<file path="config.mk">
export PLATFORM = sky130hd
export DESIGN_NAME = uart_tx_buffered
export DESIGN_NICKNAME = d
export VERILOG_FILES = /design/src/rtl/mspu_uart_pkg.sv /design/src/rtl/uart_fifo.sv /design/src/rtl/uart_tx_buffered.sv
export SDC_FILE = /design/constraint.sdc
export NUM_CORES = 1
export LEC_CHECK = 0
export ABC_AREA = 1
export CAP_MARGIN = 20
export CORE_ASPECT_RATIO = 1.75
export CORE_UTILIZATION = 60
export DETAILED_ROUTE_END_ITERATION = 10
export MAX_ROUTING_LAYER = met4
export PLACE_DENSITY = 0.87
export SYNTH_ARGS = -nofsm -noshare
export SYNTH_HDL_FRONTEND = slang
export SYNTH_HIERARCHICAL = 1
export SYNTH_SLANG_ARGS = --single-unit
</file>
<file path="constraint.sdc">
create_clock -name clk -period 2.8 [get_ports clk]
set_clock_uncertainty 0.05 [all_clocks]
set_input_delay 0.28 -clock clk [delete_from_list [all_inputs] [get_ports clk]]
set_output_delay 0.28 -clock clk [all_outputs]
set_load 0.01 [all_outputs]
</file>
<file path="src/rtl/mspu_uart_pkg.sv">
// rtl/mspu_uart_pkg.sv - shared types and constants for the buffered UART transmitter
// Purpose: transmitter FSM state encoding, memory-mapped UART address, default sizing.
// Ports: none (package).
package mspu_uart_pkg;

  typedef enum logic [1:0] {
    IDLE,
    START,
    DATA,
    STOP
  } uart_tx_state_t;

  localparam logic [31:0] UART_ADDR            = 32'h1000_0000;
  localparam int unsigned UART_CLK_DIV_DEFAULT = 868;  // 100 MHz / 115200 baud
  localparam int unsigned UART_FIFO_AW_DEFAULT = 4;

endpackage

</file>
<file path="src/rtl/uart_fifo.sv">
// rtl/uart_fifo.sv - single-clock register-array FIFO feeding the UART shifter
// Purpose: 2**AW entry FIFO with extra-MSB pointers so full and empty are unambiguous.
// Ports:
//   clk, reset_n         clock, asynchronous active-low reset (pointers only)
//   push_i, wdata_i      write request and data; ignored when full
//   pop_i, rdata_o       read request and head-of-queue data; ignored when empty
//   full_o, empty_o      occupancy flags
//   level_o              current occupancy, 0..2**AW
module uart_fifo #(
  parameter int unsigned WIDTH = 8,
  parameter int unsigned AW    = 4
) (
  input  logic             clk,
  input  logic             reset_n,
  input  logic             push_i,
  input  logic [WIDTH-1:0] wdata_i,
  input  logic             pop_i,
  output logic [WIDTH-1:0] rdata_o,
  output logic             full_o,
  output logic             empty_o,
  output logic [AW:0]      level_o
);

  localparam int unsigned DEPTH = 1 << AW;

  logic [WIDTH-1:0] mem_q [DEPTH];
  logic [AW:0]      wptr_q;
  logic [AW:0]      rptr_q;
  logic             do_push;
  logic             do_pop;

  // Same index with differing wrap bits means the writer has lapped the reader.
  assign full_o  = (wptr_q[AW] != rptr_q[AW]) && (wptr_q[AW-1:0] == rptr_q[AW-1:0]);
  assign empty_o = (wptr_q == rptr_q);
  assign level_o = wptr_q - rptr_q;
  assign rdata_o = mem_q[rptr_q[AW-1:0]];

  // A write while full is dropped even if a pop frees a slot on the same edge.
  assign do_push = push_i && !full_o;
  assign do_pop  = pop_i && !empty_o;

  always_ff @(posedge clk) begin
    if (do_push) begin
      mem_q[wptr_q[AW-1:0]] <= wdata_i;
    end
  end

  always_ff @(posedge clk or negedge reset_n) begin
    if (!reset_n) begin
      wptr_q <= '0;
      rptr_q <= '0;
    end else begin
      if (do_push) wptr_q <= wptr_q + 1'b1;
      if (do_pop)  rptr_q <= rptr_q + 1'b1;
    end
  end

endmodule

</file>
<file path="src/rtl/uart_tx_buffered.sv">
// rtl/uart_tx_buffered.sv - FIFO-buffered 8N1 UART transmitter
// Purpose: accepts byte stores from the core, queues them and shifts them out LSB first.
// Ports:
//   clk, reset_n         clock, asynchronous active-low reset
//   uart_dout, uart_we   store word (bits [7:0] used) and its one-cycle write strobe
//   txd                  serial line, idle high, driven from a flop
//   busy                 frame on the line or bytes still queued
//   full, level          FIFO full flag and occupancy
//   overflow             sticky, set when a write hits a full FIFO
module uart_tx_buffered
  import mspu_uart_pkg::*;
#(
  parameter int unsigned CLK_DIV = UART_CLK_DIV_DEFAULT,
  parameter int unsigned FIFO_AW = UART_FIFO_AW_DEFAULT
) (
  input  logic               clk,
  input  logic               reset_n,
  input  logic [31:0]        uart_dout,
  input  logic               uart_we,
  output logic               txd,
  output logic               busy,
  output logic               full,
  output logic               overflow,
  output logic [FIFO_AW:0]   level
);

  localparam logic [15:0] DIV_LAST = 16'(CLK_DIV - 1);

  uart_tx_state_t state_q;
  logic [15:0]    cnt_q;
  logic [2:0]     idx_q;
  logic [7:0]     shift_q;
  logic           txd_q;
  logic           busy_q;
  logic           overflow_q;

  logic           fifo_full;
  logic           fifo_empty;
  logic [7:0]     fifo_rdata;
  logic           push;
  logic           pop;
  logic           bit_end;
  logic           unused_hi;

  assign unused_hi = ^uart_dout[31:8];

  assign push    = uart_we && !fifo_full;
  assign bit_end = (cnt_q == DIV_LAST);
  // Pop when leaving IDLE or at the end of a stop bit, so queued frames run back to back.
  assign pop     = !fifo_empty &&
                   ((state_q == IDLE) || ((state_q == STOP) && bit_end));

  uart_fifo #(
    .WIDTH (8),
    .AW    (FIFO_AW)
  ) u_fifo (
    .clk     (clk),
    .reset_n (reset_n),
    .push_i  (uart_we),
    .wdata_i (uart_dout[7:0]),
    .pop_i   (pop),
    .rdata_o (fifo_rdata),
    .full_o  (fifo_full),
    .empty_o (fifo_empty),
    .level_o (level)
  );

  // txd is registered from the current state, so the line lags the FSM by one
  // cycle; busy follows the same lag so it drops only once the stop bit is over.
  always_ff @(posedge clk or negedge reset_n) begin
    if (!reset_n) begin
      state_q    <= IDLE;
      cnt_q      <= '0;
      idx_q      <= '0;
      shift_q    <= '0;
      txd_q      <= 1'b1;
      busy_q     <= 1'b0;
      overflow_q <= 1'b0;
    end else begin
      unique case (state_q)
        IDLE:    txd_q <= 1'b1;
        START:   txd_q <= 1'b0;
        DATA:    txd_q <= shift_q[idx_q];
        default: txd_q <= 1'b1;
      endcase

      busy_q <= (state_q != IDLE) || !fifo_empty || push;

      if (uart_we && fifo_full) overflow_q <= 1'b1;

      unique case (state_q)
        IDLE: begin
          cnt_q <= '0;
          if (!fifo_empty) begin
            shift_q <= fifo_rdata;
            state_q <= START;
          end
        end
        START: begin
          if (bit_end) begin
            cnt_q   <= '0;
            idx_q   <= '0;
            state_q <= DATA;
          end else begin
            cnt_q <= cnt_q + 16'd1;
          end
        end
        DATA: begin
          if (bit_end) begin
            cnt_q <= '0;
            if (idx_q == 3'd7) state_q <= STOP;
            else               idx_q   <= idx_q + 3'd1;
          end else begin
            cnt_q <= cnt_q + 16'd1;
          end
        end
        default: begin
          if (bit_end) begin
            cnt_q <= '0;
            if (!fifo_empty) begin
              shift_q <= fifo_rdata;
              state_q <= START;
            end else begin
              state_q <= IDLE;
            end
          end else begin
            cnt_q <= cnt_q + 16'd1;
          end
        end
      endcase
    end
  end

  assign txd      = txd_q;
  assign busy     = busy_q;
  assign full     = fifo_full;
  assign overflow = overflow_q;

endmodule

</file>
==> results of run 1 <==
stage by stage:
| stage | hold WS (ps) | std cells | power [mW] |
|---|---|---|---|
| after floorplan | -65.6 | 891 | 3.60 |
| after global routing | 441 | 1114 | 6.52 |
| after detailed placement | 400 | 1081 | 4.02 |
| final | 406 | 1114 | 6.28 |
| after CTS | 409 | 1114 | 6.29 |
| after global placement | 393 | 1081 | 3.97 |
cell usage in the layout (no fill, tap or decap), drive strengths merged:
cell type	Yosys	final
nand2	305	305
clkdlybuf4s50	0	17
buf	24	24
inv	163	170
dfstp	1	1
a21oi	4	4
clkinvlp	0	2
xor2	12	12
ha	17	17
edfxtp	128	128
o21bai	2	2
clkbuf	2	18
nand3	111	111
nand4	2	2
dlymetal6s2s	0	1
a21o	1	1
xnor2	6	6
dlygate4sd3	0	1
nand3b	1	1
o21ai	6	6
bufinv	0	1
clkinv	0	4
nor3	5	5
nor2	59	59
fa	1	1
dfrtp	41	41
registers in the layout, indices dropped and copies added, names as in the netlist:
signal         flops
shift_q            8
idx_q              3
u_fifo/mem_q     128
u_fifo/rptr_q      5
txd                1
overflow           1
busy               1
cnt_q             16
state_q            2
u_fifo/wptr_q      5
final timing paths:
path / cells after the start / to / from
worst max-delay path: 6 / full / u_fifo/wptr_q[2]
worst min-delay path: 1 / cnt_q[0] / cnt_q[0]
max in group asynchronous: 2 / u_fifo/rptr_q[0] / reset_n
worst min register to register: 1 / cnt_q[0] / cnt_q[0]
worst max register to register: 10 / u_fifo/mem_q[5][7] / u_fifo/rptr_q[2]
min in group asynchronous: 2 / cnt_q[1] / reset_n
cells in the mapped netlist:
cell,count,area share [%]
o21ai_1,2,0.12
nand3_1,111,6.8
edfxtp_1,128,47
nand3b_1,1,0.092
a21oi_1,4,0.24
nand2_4,2,0.28
buf_6,3,0.41
buf_4,6,0.55
inv_2,7,0.32
ha_1,17,2.6
xnor2_1,6,0.64
nor2_4,1,0.14
inv_4,1,0.077
nand4_1,2,0.15
buf_8,1,0.18
o21bai_1,2,0.18
nor2_1,55,2.5
inv_1,155,7.1
nor3_1,5,0.31
nand2_2,8,0.61
o21ai_0,4,0.24
xor2_1,12,1.3
buf_2,14,0.86
dfstp_2,1,0.32
nand2_8,1,0.24
nor2_2,3,0.23
a21o_1,1,0.092
dfrtp_1,41,13
clkbuf_1,2,0.092
fa_1,1,0.24
nand2_1,294,13
power by group through the flow:
stage | registers [mW] | clock network (mW) | logic [mW]
6_report | 3.03 | 2.30 | 0.952
4_1_cts | 3.03 | 2.31 | 0.955
3_3_place_gp | 3.07 | 0 | 0.908
2_1_floorplan | 3.05 | 0 | 0.551
5_1_grt | 3.05 | 2.42 | 1.05
3_5_place_dp | 3.08 | 0 | 0.944
cell families after synthesis:
kind of cell | Yosys count | share of synthesized area, %
AOI/OAI and AO/OA | 13 | 0.887
xor gates and xnor gates | 18 | 1.93
adders and majority gates | 18 | 2.85
buffers and inverters | 189 | 9.61
DFF | 170 | 59.9
and+or+nand+nor | 483 | 24.9
repair_timing:
item / CTS / global route
endpoints found under the hold margin: 41 / 0
endpoints found under the setup margin: 0 / 1
hold buffers: 1 / 0
gates resized for setup: 0 / 2
final cells by class:
class | count | area [µm²] | share of cell area (%)
well taps | 174 | 218 | 2.37
clock buffers | 18 | 429 | 4.67
clock inverters | 14 | 156 | 1.70
repair buffers | 43 | 370 | 4.03
multi-input cells | 532 | 2500 | 27.2
inverters | 163 | 614 | 6.69
flip-flops and latches | 170 | 4900 | 53.3
per-layer routing:
metal	global-route usage [%]	up-vias	routed length, µm
li1	-	2862	-
met1	27.3	2791	6080
met2	51.5	269	9990
met3	5.00	89	980
met4	16.3	0	997
met5	-	-	0
==> out/qor.txt, run 1 <==
Combinational fraction of design power: 15.2%
Period utilisation layout: 93.7%
Synth cell types: 31
Gr ovfl total: 0
CP peak stage delay: 540 ps
Sequential share of the synthesized area: 59.9%
Number of post-CTS setup repair buffers: 0
Cell mode on critical path: nand2_1
Layout Utilization: 68.6%
#FFs+latches synth: 170
CTS Sinks: 170
CTS Buf Count: 17
Yosys warns: 6
Share of layout cells above drive strength 1: 8.62%
Cell count after synthesis: 891
WP data required: 2470 ps
# diodes: 0
Final min period: 2620 ps
Slew @ Worst Pin: 931 ps
Max Fanout on Critical Path: 8
Starting density of the core: 61.1%
HPWL Detailed: 11,700 µm
Max VDD drop: 473 µV
Area Overhead vs Synth: 12.3%
Routability cong.: 0.914
Sw Ratio: 27.1%
Cell Pwr Density: 684 nW/µm²
Placed Area: 8580 µm²
TNS Setup: 0 ps
Clock Root Buffer: clkbuf_16
Final instance area: 9180 µm²
Setup WS pre-CTS: 461 ps
Result of the run: complete, no violations
Vias in the first global route: 6,055
Final WS setup: 177 ps
Synthesized cell area: 8180 µm²
Critical path class: flip-flop to output port
Register share of total power: 48.3%
CP delay by family, top: buffers and inverters
Crit path DAT: 2290 ps
Die area: 14,100 µm²
# fillers: 940
RSZ-0062 raised after global routing: false
Initial antenna violation count: 0
Clock-pin slew on the worst setup and hold paths: 70 ps
Vias after detailed routing: 6,011
WP buf/inv: 2
Max transition margin: 37.9%
IO Port Bufs: 19
Power share of the clock group: 36.6%
Core ar.: 13,400 µm²
Internal power: 4.58 mW
Final hold violations: 0
Syn nets: 944
First-pass GRT wire length: 29,000 µm
Startpoint class of the critical path: flip-flop
Clk_lat worst skew: 420 ps
TritonCTS clock tree: yes
Deepest clock path buffer count: 2
Pre-Repair DR Iteration Count: 6
Max-slew violations: 0
Setup Viol. Count Final: 0
Worst min path class: flip-flop to flip-flop
Number of max-cap violations: 0
FMAX: 381 MHz
Crit-path slowest cell: clkdlybuf4s50_1
Via/cell ratio: 5.40
Die X: 90.3 µm
H-tree depth reported by CTS: 4
Leak pwr: 4.28 nW
Die Y: 156 µm
Largest net degree at the start of global routing: 68
Top Ports: 44
R2R Setup Slk: 570 ps
Starting DRC count in detailed routing: 601
WL per Instance: 16.2 µm
Layout Nets: 980
Gr usage total: 28.0%
Worst-path cell chain: ha_1, nand2_1, nor2_1, nand2_1, inv_1, clkdlybuf4s50_1
P_sw: 1.70 mW
Post-synthesis average cell area: 9.18 µm²
Critical path capture point type: output port
# rows: 56
Post-DRT Antenna Nets: 0
DRC errors left: 0
Drt total wl: 18,000 µm
No activity file was read; power rests on OpenSTA's default activity.
==> run 2: changes to the inputs <==
--- a/config.mk
+++ b/config.mk
@@ -10,8 +10,10 @@
 export CORE_ASPECT_RATIO = 1.75
 export CORE_UTILIZATION = 60
 export DETAILED_ROUTE_END_ITERATION = 10
+export GPL_TIMING_DRIVEN = 0
 export MAX_ROUTING_LAYER = met4
-export PLACE_DENSITY = 0.87
+export PLACE_DENSITY = 0.83
+export REMOVE_ABC_BUFFERS = 1
 export SYNTH_ARGS = -nofsm -noshare
 export SYNTH_HDL_FRONTEND = slang
 export SYNTH_HIERARCHICAL = 1
==> run 2 against run 1 <==
Worst setup slack got worse by 92 ps; sequential power hardly changed; non-clock buffer count shrank 13; die area did not move; largest power group unchanged; highest routed layer unchanged.
==> out/qor.txt, run 2 (synthesis results as in run 1) <==
Result of the run: complete, no violations
Met3 wire len: 909 µm
WL per Instance: 16.0 µm
Gr usage total: 27.1%
Pre-Repair DR Iteration Count: 5
Max VDD drop: 592 µV
Via/cell ratio: 5.27
RSZ-0062 raised after global routing: false
Drt total wl: 17,600 µm
Layout Cells excl Fill: 1,100
IO Port Bufs: 19
# diodes: 0
WP data required: 2790 ps
Period utilisation layout: 97.0%
CTS Sinks: 170
Die area: 14,100 µm²
Largest net degree at the start of global routing: 66
Critical path capture point type: flip-flop
Vias in the first global route: 5,569
Layout Nets: 967
HPWL Detailed: 11,200 µm
Worst hold margin: 253 ps
H-tree depth reported by CTS: 4
Clock-pin slew on the worst setup and hold paths: 70 ps
Max transition margin: 42.3%
Max-slew violations: 0
Critical path class: flip-flop to flip-flop
Cell Count Post-Placement: 1,061
Top Metal Used: met4
Gr ovfl total: 0
Die Y: 156 µm
Worst min path class: input port to async pin
Top Ports: 44
Initial antenna violation count: 0
First-pass GRT wire length: 27,500 µm
Clk_lat worst skew: 420 ps
Startpoint class of the critical path: flip-flop
Leak pwr: 4.22 nW
Final min period: 2710 ps
WL met1: 6140 µm
Clock Root Buffer: clkbuf_16
Cell Pwr Density: 676 nW/µm²
Die X: 90.3 µm
CTS Buf Count: 17
Final hold violations: 0
R2R depth: 10
Vias after detailed routing: 5,801
Max Fanout on Critical Path: 34
FMAX: 368 MHz
Commonest non-fill, non-tap cell in the layout: nand2_1
Number of flip-flops in the largest register: 128
Share of layout cells above drive strength 1: 8.32%
Deepest clock path buffer count: 2
TritonCTS clock tree: yes
Crit path DAT: 2710 ps
Starting DRC count in detailed routing: 467
Met2 WL post-DR: 9710 µm
# fillers: 961
Core ar.: 13,400 µm²
Most frequent cells in the layout: nand2_1, inv_1, edfxtp_1, nand3_1, nor2_1
Number of max-cap violations: 0
Slew @ Worst Pin: 862 ps
DRC errors left: 0
Routability cong.: 0.886
Post-DRT Antenna Nets: 0
Area Overhead vs Synth: 12.4%
Setup Viol. Count Final: 0
Starting density of the core: 61.1%
# rows: 56
[run 2: metrics by stage]
| step | total power [mW] | utilization, % | setup slack (ps) | instance area, µm² | setup TNS [ps] |
|---|---|---|---|---|---|
| floorplan | 3.59 | - | -188 | 8010 | -22650 |
| global placement | 3.95 | 62.9 | -1350 | 8410 | -183110 |
| detailed placement | 3.99 | 63.4 | -579 | 8480 | -67330 |
| CTS | 6.18 | 68.0 | 8.30 | 9100 | 0 |
| global route | 6.44 | 68.7 | 2.92 | 9190 | 0 |
| finish | 6.21 | 68.7 | 85.2 | 9190 | 0 |
[run 2: report_power, final]
group	total [mW]	switching (mW)	internal [mW]
combinational	0.951	0.580	0.371
clock	2.22	0.983	1.24
sequential	3.04	0.106	2.93
total	6.21	1.67	4.54
[run 2: area by class of cell]
class                      count  area, µm²  share of cell area, %
clock inverter                14        136                   1.48
inverter                     163        631                   6.86
timing repair buffer          30        344                   3.74
sequential                   170       4900                   53.3
tap                          174        218                   2.37
clock buffer                  17        425                   4.63
multi-input combinational    532       2540                   27.6
[run 2: routing by layer]
layer,GRT usage [%],vias to the layer above
met5,-,-
met4,17.2,0
met3,4.71,58
met2,48.7,189
met1,26.9,2723
li1,-,2831
[run 2: path summary, 6_finish.rpt]
check,end,slack [ps],from
hold reg to reg,cnt_q[0],420,cnt_q[0]
max in group asynchronous,u_fifo/rptr_q[0],1960,reset_n
hold / removal,busy,250,reset_n
min in group clk,cnt_q[0],420,cnt_q[0]
setup / recovery,u_fifo/mem_q[2][0],90,u_fifo/rptr_q[1]
setup reg to reg,u_fifo/mem_q[2][0],90,u_fifo/rptr_q[1]
[run 2: repair_timing]
action                     4_1_cts  5_1_grt
gates resized for setup          9       10
setup endpoints to repair      143      115
setup buffers                    3        2
gates cloned                     0        1
hold buffers                     1        0
hold endpoints to repair        12        0
pin swaps                        0        0
[run 2: critical path: stages (launching register included)]
cell	delay, ps
dfrtp_2	450
buf_16	170
inv_12	160
ha_4	230
nand2_1	70
nor2_2	50
nand2_2	90
nand2_4	100
inv_4	120
nand2_2	130
nor2_1	680
==> run 3: changes to the inputs <==
--- a/config.mk
+++ b/config.mk
@@ -7,13 +7,17 @@
 export LEC_CHECK = 0
 export ABC_AREA = 1
 export CAP_MARGIN = 20
+export CELL_PAD_IN_SITES_DETAIL_PLACEMENT = 0
+export CELL_PAD_IN_SITES_GLOBAL_PLACEMENT = 1
 export CORE_ASPECT_RATIO = 1.75
-export CORE_UTILIZATION = 60
+export CORE_UTILIZATION = 48
+export CTS_BUF_LIST = sky130_fd_sc_hd__clkbuf_8
 export DETAILED_ROUTE_END_ITERATION = 10
 export GPL_TIMING_DRIVEN = 0
 export MAX_ROUTING_LAYER = met4
-export PLACE_DENSITY = 0.83
+export PLACE_DENSITY = 0.85
 export REMOVE_ABC_BUFFERS = 1
+export SKIP_CTS_REPAIR_TIMING = 1
 export SYNTH_ARGS = -nofsm -noshare
 export SYNTH_HDL_FRONTEND = slang
 export SYNTH_HIERARCHICAL = 1
==> run 3 against run 2 <==
Sequential power hardly changed; clock power is 33% lower; sequential share of layout area is 0.79 points higher; flip-flop and latch count stayed put; clock-buffer cell count is 4 higher; worst setup slack worse by 15 ps; via count is 4.3% lower; critical path depth is 5 lower; maximum frequency is 0.55% lower; utilization is 14 points lower; first-iteration DRC count is 22% lower; design area is 1.4% lower; critical path type is now flip-flop to output port.
==> out/qor.txt, run 3 (synthesis results as in run 1) <==
Sw Ratio: 27.2%
IO Port Bufs: 19
Crit-path slowest cell: clkdlybuf4s50_1
Gr usage total: 22.1%
Clk_lat worst skew: 460 ps
CP delay by family, top: buffers and inverters
WL per Instance: 15.2 µm
Max-slew violations: 0
Clock-pin slew on the worst setup and hold paths: 90 ps
Start of the worst register-to-register path: u_fifo/rptr_q[1]
Die Y: 175 µm
TNS Setup: 0 ps
Internal power: 3.96 mW
Drt total wl: 17,500 µm
Crit path DAT: 2400 ps
TritonCTS clock tree: yes
Starting DRC count in detailed routing: 366
Core ar.: 16,500 µm²
Startpoint class of the critical path: flip-flop
Number of flip-flops in the largest register: 128
Max transition margin: 48.5%
Cell Pwr Density: 600 nW/µm²
Starting density of the core: 49.5%
Routability cong.: 0.787
Clock Root Buffer: clkbuf_8
Share of layout cells above drive strength 1: 8.92%
HPWL Detailed: 11,700 µm
Die area: 17,600 µm²
Number of max-cap violations: 0
Max VDD drop: 662 µV
Combinational fraction of design power: 17.0%
CTS Buf Count: 17
CP peak stage delay: 580 ps
Max Fanout on Critical Path: 34
Area Overhead vs Synth: 10.9%
DRC errors left: 0
Largest net degree at the start of global routing: 49
H-tree depth reported by CTS: 4
Worst min path class: input port to async pin
Gr ovfl total: 0
Power share of the clock group: 27.3%
Initial antenna violation count: 0
WP data required: 2470 ps
Top Ports: 44
Worst-path cell chain: buf_16, inv_16, fa_1, xor2_1, clkdlybuf4s50_1
Pre-Repair DR Iteration Count: 5
Commonest non-fill, non-tap cell in the layout: nand2_1
Period utilisation layout: 97.5%
Critical path class: flip-flop to output port
First-pass GRT wire length: 27,600 µm
Beginning of the critical path: u_fifo/rptr_q[1]
CTS Sinks: 170
Post-DRT Antenna Nets: 0
Register share of total power: 55.7%
# rows: 62
Vias in the first global route: 5,389
RSZ-0062 raised after global routing: false
Most frequent cells in the layout: nand2_1, inv_1, edfxtp_1, nand3_1, nor2_1
Final hold violations: 0
Layout Utilization: 54.9%
Vias after detailed routing: 5,550
Layout Nets: 970
# diodes: 0
P_sw: 1.48 mW
Leak pwr: 4.20 nW
Slew @ Worst Pin: 770 ps
Die X: 101 µm
WP buf/inv: 3
Result of the run: complete, no violations
Critical path capture point type: output port
# fillers: 1,506
FMAX: 366 MHz
Via/cell ratio: 4.81
Deepest clock path buffer count: 2
Setup Viol. Count Final: 0
Final min period: 2730 ps
run 3: cell count changes in the layout (fill, tap and decap cells not counted), sizes merged:
cell           delta
buf               +3
bufinv            -1
clkbuf            +4
clkdlybuf4s50     -2
clkinv            -1
clkinvlp          -2
dlygate4sd2       -1
dlymetal6s2s      +3
inv               +1
run 3: worst reg2reg max path, cell delays in order, from the launching register on:
cell and delay (ps):
dfrtp_4 520, buf_16 170, inv_16 170, ha_1 280, nand2_1 80, nor2_2 50
nand2_1 130, nand2_4 110, inv_4 120, nand2_2 140, nor2_2 450
run 3: power groups by stage:
stage	sequential, mW	combinational (mW)	clock, mW
3_5_place_dp	3.08	0.907	0
5_1_grt	3.05	1.04	1.62
6_report	3.03	0.924	1.49
3_3_place_gp	3.07	0.888	0
2_1_floorplan	3.06	0.538	0
4_1_cts	3.02	0.908	1.52
run 3: cell type report:
class / instances / area (µm²) / area share [%]
clock inverter: 11 / 45.0 / 0.497
multi-input combinational: 532 / 2540 / 28.0
timing repair buffer: 33 / 375 / 4.14
tap: 224 / 280 / 3.09
sequential: 170 / 4910 / 54.1
inverter: 163 / 634 / 7.00
clock buffer: 21 / 289 / 3.19
run 3: through the flow:
stage	cell area [µm²]	worst slack (ps)	hold WS, ps	std cells	total power, mW
final	9070	70.2	236	1154	5.44
after floorplan	8010	-188	-65.6	865	3.59
after global routing	9070	14.2	264	1154	5.71
after global placement	8480	-1600	392	1108	3.96
after CTS	8890	-800	-315	1144	5.45
after detailed placement	8560	-770	193	1112	3.99
run 3: path summary, 6_finish.rpt:
path / cells past startpoint / slack [ps] / endpoint
setup reg to reg: 10 / 170 / u_fifo/mem_q[8][7]
max in group asynchronous: 3 / 1950 / u_fifo/rptr_q[1]
hold / removal: 2 / 240 / cnt_q[13]
hold reg to reg: 1 / 410 / cnt_q[0]
min in group clk: 1 / 410 / cnt_q[0]
setup / recovery: 5 / 70 / level[2]
run 3: routing by layer:
metal,up-vias,wire length (µm),track usage (%)
met5,-,0,-
met1,2557,6580,22.8
met4,0,727,12.9
met2,110,9760,38.9
met3,39,482,3.48
li1,2844,-,-
==> patch 1, RTL diff (config.mk and constraints of run 1) <==
Set the package constant `UART_FIFO_AW_DEFAULT` to 3 (it was 4).
--- a/src/rtl/mspu_uart_pkg.sv
+++ b/src/rtl/mspu_uart_pkg.sv
@@ -12,7 +12,7 @@
 
   localparam logic [31:0] UART_ADDR            = 32'h1000_0000;
   localparam int unsigned UART_CLK_DIV_DEFAULT = 868;  // 100 MHz / 115200 baud
-  localparam int unsigned UART_FIFO_AW_DEFAULT = 4;
+  localparam int unsigned UART_FIFO_AW_DEFAULT = 3;
 
 endpackage
 
Ports: changed (resized level); port bits go from 44 to 43. No check against the original RTL was run, so the function may have changed too.
==> patch 1 against run 1 <==
The flow now finishes with violations (hold timing). Total power shrank 7.5%. Utilization grew 1.6 points. Final area shrank 36%. Register-to-register slack lost 110 ps. Count of clock-buffer cells in the layout shrank 9. Wire length shrank 38%. Area after synthesis shrank 36%. First-iteration DRC count shrank 35%. Worst setup slack lost 60 ps. Hold slack lost 410 ps. Critical endpoint is now level[3]. Sequential cell count shrank 66. Global-route usage grew 0.45 points.
==> patch 1: results (changes against run 1) <==
The worst reg2reg path depth came out at 11 (was 10). The number of nets in the layout is 682 (was 980). The via count is 4,009 (was 6,011). The count of final hold-check violations came out at 9 (was 0). The headroom to the max-slew limit was 40.12% (was 37.93%). The clock insertion delay at the later pin of the skew report is 360 ps (was 420 ps). The mean instance size in the synthesized netlist came to 8.668 um^2 (was 9.178 um^2). The count of hold buffers inserted by post-cts repair was 0 (was 1).

The root cell of the clock tree is clkbuf_16 (unchanged). The buffer depth of the longest clock path came out at 2 (unchanged). The checks that failed: hold timing.

The number of inserted diodes is 0 (unchanged). The number of flip-flops in the largest register is 64 (was 128). The count of H-tree levels built during CTS is 3 (was 4). The final routed wire length divided by cell count was 14.97 um (was 16.20 um).

The worst slack at placement came out at 453.4 ps (was 460.9 ps). The total leakage power came out at 0.002847 uW (was 0.004279 uW). The sequential share of the synthesized area was 55.67% (was 59.87%). The clock buffer count from CTS was 9 (was 17).

The final weighted congestion in routability-driven placement is 0.9405 (was 0.9140). The hold slack is -5.920 ps (was 405.9 ps). Area contributors post-synth: edfxtp_1 (37%), dfrtp_1 (19%), nand2_1 (15%) (was edfxtp_1 (47%), nand2_1 (13%), dfrtp_1 (13%)). The maximum number of pins on one net before global-route repair came to 41 (was 68). The share of cells above drive strength 1 was 8.307% (was 8.617%).

The cell count after placement came out at 737 (was 1,081). The count of flip-flops with a built-in enable after synthesis came out at 64 (was 128). The clock slew at the register clock pins of the worst setup and hold paths is 70 ps (about the same). The critical register-to-register path startpoint was u_fifo/wptr_q[0]$_DFFE_PN0P_ (was u_fifo/rptr_q[2]$_DFFE_PN0P_). Status: finished, violations left (was complete, no violations). The unique cell type count in the Yosys netlist is 33 (was 31). The number of global-route vias before repair is 4,176 (was 6,055). The share of flip-flops with an asynchronous set or reset after synthesis came to 38.46% (was 24.71%). The total global routing track utilization is 28.45% (was 28.00%). The setup slack on the worst flop-to-flop path came out at 460 ps (was 570 ps). The destination of the worst register-to-register timing path is u_fifo/rptr_q[3]$_DFFE_PN0P_ (was u_fifo/mem_q[5][7]$_DFFE_PP_). The first-pass GRT wire length is 18,730 um (was 29,010 um).

The type of the tightest min-delay check is input port to asynchronous set/reset pin (was flip-flop to flip-flop). The maximum fanout encountered on the critical timing path was 10 (was 8). The count of input and output buffers came out at 18 (was 19). The synthesized net count came out at 655 (was 944). The wire length after detailed routing came out at 11,270 um (was 18,050 um).

Top cells by instance count after synthesis: nand2_1 (209), inv_1 (99), nand3_1 (70) (was nand2_1 (294), inv_1 (155), edfxtp_1 (128)). The count of cells resized by post-cts repair came to 0 (unchanged). The final critical-path setup slack is 117.8 ps (was 177.4 ps). The number of DRC violations after detailed-routing iteration 0 is 392 (was 601). The largest vdd supply drop came to 0.7049 mV (was 0.4727 mV). The number of iterations in the first detailed-routing pass is 5 (was 6). The detailed placer's ending HPWL came out at 7591 um (was 11,700 um).
-- patch 1: per-stage QoR --
stage | instance area [um^2] | hold slack [ps]
2_1_floorplan | 5253 | -65.59
5_1_grt | 5872 | 69.78
6_report | 5872 | -5.920
3_5_place_dp | 5552 | 399.5
3_3_place_gp | 5552 | 384.4
4_1_cts | 5869 | 25.53
-- patch 1: report_power, final --
| group | total [uW] | switching [uW] | internal [uW] |
|---|---|---|---|
| clock network | 1330 | 612 | 723 |
| logic | 2330 | 1500 | 836 |
| registers | 2140 | 200 | 1940 |
| total | 5810 | 2310 | 3500 |
-- patch 1: how the worst max path moves through the flow --
| stage | depth (start not counted) | endpoint | from |
|---|---|---|---|
| final | 7 | level[3] | u_fifo/wptr_q[2]$_DFFE_PN0P_ |
| after global routing | 7 | level[3] | u_fifo/wptr_q[2]$_DFFE_PN0P_ |
| after CTS | 8 | level[3] | u_fifo/rptr_q[1]$_DFFE_PN0P_ |
| after detailed placement | 8 | level[3] | u_fifo/rptr_q[1]$_DFFE_PN0P_ |
| after global placement | 8 | level[3] | u_fifo/rptr_q[1]$_DFFE_PN0P_ |
| after floorplan | 12 | u_fifo/rptr_q[3]$_DFFE_PN0P_ | u_fifo/rptr_q[1]$_DFFE_PN0P_ |
-- patch 1: critical path, cell delays in order, from the launching register on --
cell	delay (ps)
dfrtp_2	490
ha_1	360
nand2_1	120
or2_2	300
nand2_1	70
nand2_1	50
nand2_1	80
clkdlybuf4s50_1	540
-- patch 1: layout make-up --
type / instances / area, um^2
clock buffers: 9 / 225.2
clock inverters: 7 / 92.59
fillers: 642 / 2496
inverters: 104 / 392.9
multi-input cells: 383 / 1818
flip-flops and latches: 104 / 2927
well taps: 115 / 143.9
repair buffers: 31 / 272.8
-- patch 1: cell families (layout without fill, tap and decap cells) --
| group | after synthesis | in the layout | synth area share [%] |
|---|---|---|---|
| AO/OA/AOI/OAI | 10 | 10 | 1.096 |
| XOR/XNOR | 8 | 8 | 1.334 |
| adder cells (fa/ha/maj) | 14 | 14 | 3.478 |
| buffers and inverters | 119 | 151 | 9.719 |
| flip-flops | 104 | 104 | 55.67 |
| AND/OR/NAND/NOR | 351 | 351 | 28.70 |
-- patch 1: per-layer routing --
layer  part of all wire (%)  global-route usage (%)
met4                    4.1                   16.49
met3                    5.2                   6.160
met2                     56                   50.69
met5                      0                       -
met1                     35                   27.22
==> patch 2, RTL diff (flow settings as in run 1) <==
Without the edit above. Re-encode `uart_tx_state_t` (4 states) as one-hot, 4 bits wide.
--- a/src/rtl/mspu_uart_pkg.sv
+++ b/src/rtl/mspu_uart_pkg.sv
@@ -3,11 +3,11 @@
 // Ports: none (package).
 package mspu_uart_pkg;
 
-  typedef enum logic [1:0] {
-    IDLE,
-    START,
-    DATA,
-    STOP
+  typedef enum logic [3:0] {
+    IDLE  = 4'b0001,
+    START = 4'b0010,
+    DATA  = 4'b0100,
+    STOP  = 4'b1000
   } uart_tx_state_t;
 
   localparam logic [31:0] UART_ADDR            = 32'h1000_0000;
Behaviour: same outputs for any inputs over 10 cycles, from zero or initial values and one cycle with reset_n low; not proved beyond that.
==> patch 2 against run 1 <==
Global-route usage fell by 0.23 points. Sequential cell count rose by 2. Total power rose by 3.2%. Area after synthesis grew 1.4%. Non-clock buffer count stayed put. Worst setup slack worse by 58 ps. Sequential share of layout area down 0.39 points. Wire length rose by 1.3%. Count of clock-buffer cells in the layout fell by 1. Final area increased by 1.8%. Synthesized cell count is 1.3% higher.
==> patch 2: results (changes against run 1) <==
The fill cell total of the finished layout came out at 948 (was 940). The end point of the most critical hold path is overflow$_DFFE_PN0P_ (was cnt_q[0]$_DFF_PN0_). The number of sequential cells came out at 172 (was 170). The number of vias per cell after detailed routing came out at 5.353 (was 5.396). The maximum fanout encountered on the critical timing path came to 4 (was 8).

The critical path startpoint is u_fifo/wptr_q[0]$_DFFE_PN0P_ (was u_fifo/wptr_q[2]$_DFFE_PN0P_). The source of the worst hold timing path was overflow$_DFFE_PN0P_ (was cnt_q[0]$_DFF_PN0_). The detailed placer's ending HPWL was 11,740 um (was 11,700 um). The synthesized net count is 951 (was 944). The delay contributed by the slowest stage of the critical path is 560 ps (was 540 ps). The number of global-route vias before repair was 5,877 (was 6,055). The gate count after technology mapping was 903 (was 891).

The final weighted congestion in routability-driven placement came out at 0.9065 (was 0.9140). The total met2 wirelength after detailed routing came out at 10,100 um (was 9986 um). The count of flip-flops with a built-in enable after synthesis is 128 (unchanged). The layout buffering overhead excluding clock cells was 4.084% (was 4.034%). The post-synthesis compound-gate area fraction is 1.026% (was 0.8874%). Status: complete, no violations (unchanged). The share of cells above drive strength 1 is 9.559% (was 8.617%). The adder and majority cell fraction of the synthesized area is 2.052% (was 2.846%). The number of DRC violations after detailed-routing iteration 0 was 602 (was 601). Top cells by instance count after synthesis: nand2_1 (289), inv_1 (153), edfxtp_1 (128) (was nand2_1 (294), inv_1 (155), edfxtp_1 (128)). The unique cell type count in the Yosys netlist came out at 37 (was 31).

The arrival time of data at the critical path endpoint came to 2350 ps (was 2290 ps). The largest vdd supply drop is 0.4000 mV (was 0.4727 mV). The number of non-clock inverters in the layout is 162 (was 163). The number of nets in the layout came out at 987 (was 980).

The area occupied by multi-input gates is 2560 um^2 (was 2496 um^2). The placed cell area is 8705 um^2 (was 8583 um^2). The cell count after placement was 1,093 (was 1,081). The total leakage power is 0.004362 uW (was 0.004279 uW). The share of flip-flops with an asynchronous set or reset after synthesis came out at 25.58% (was 24.71%).

The endpoint of the most critical setup path is level[2] (was full). The global routing usage on met2 was 50.51% (was 51.47%). The final critical-path setup slack came out at 119.5 ps (was 177.4 ps). The total global routing track utilization came out at 27.77% (was 28.00%). The chip width is 90.87 um (was 90.25 um). The clock network area share came out at 6.708% (was 6.378%). The transition time at the pin with the least slew margin came out at 968.2 ps (was 931.0 ps). The sequential share of the synthesized area came to 59.67% (was 59.87%). The worst slack at placement came out at 425.3 ps (was 460.9 ps).

The register share of the cell area came to 52.95% (was 53.34%). Area contributors post-synth: edfxtp_1 (46%), nand2_1 (13%), dfrtp_1 (13%) (was edfxtp_1 (47%), nand2_1 (13%), dfrtp_1 (13%)). The total length of routed met3 wires is 1051 um (was 980 um). The proportion of cell area occupied by multi-input gates is 27.39% (was 27.19%).

The wire length after detailed routing was 18,270 um (was 18,050 um). The xor and xnor fraction of the mapped netlist area was 1.796% (was 1.928%). The destination of the worst register-to-register timing path is u_fifo/mem_q[13][0]$_DFFE_PP_ (was u_fifo/mem_q[5][7]$_DFFE_PP_).
-- patch 2: changes by cell type after synthesis, moves of 2 or more --
cell     change
nand2_1      -5
nor2_2       +2
ha_1         -5
nand4_1      +2
nand3_1      +2
nor2_1       +9
inv_1        -2
nor3_1       -2
-- patch 2: worst register-to-register path, cell delays in order, from the launching register on --
cell and delay, ps:
dfrtp_1 390, inv_2 220, ha_2 370, nand2_1 70, nor2_1 50, nand2_1 120
nand2_4 100, inv_4 120, nand2_2 110, nor2_1 290, buf_4 240
-- patch 2: what timing repair did --
| item | 4_1_cts | 5_1_grt |
|---|---|---|
| endpoints found under the setup margin | 1 | 1 |
| gates resized for setup | 1 | 2 |
| hold buffers | 1 | 0 |
| hold endpoints to repair | 42 | 0 |
-- patch 2: report_power, final --
part / total [uW] / internal, uW / leakage, uW / switching (uW)
logic: 941 / 352 / 0.00233 / 589
registers: 3060 / 2960 / 0.00173 / 102
clock network: 2480 / 1440 / 0.000299 / 1040
total: 6480 / 4750 / 0.00436 / 1730
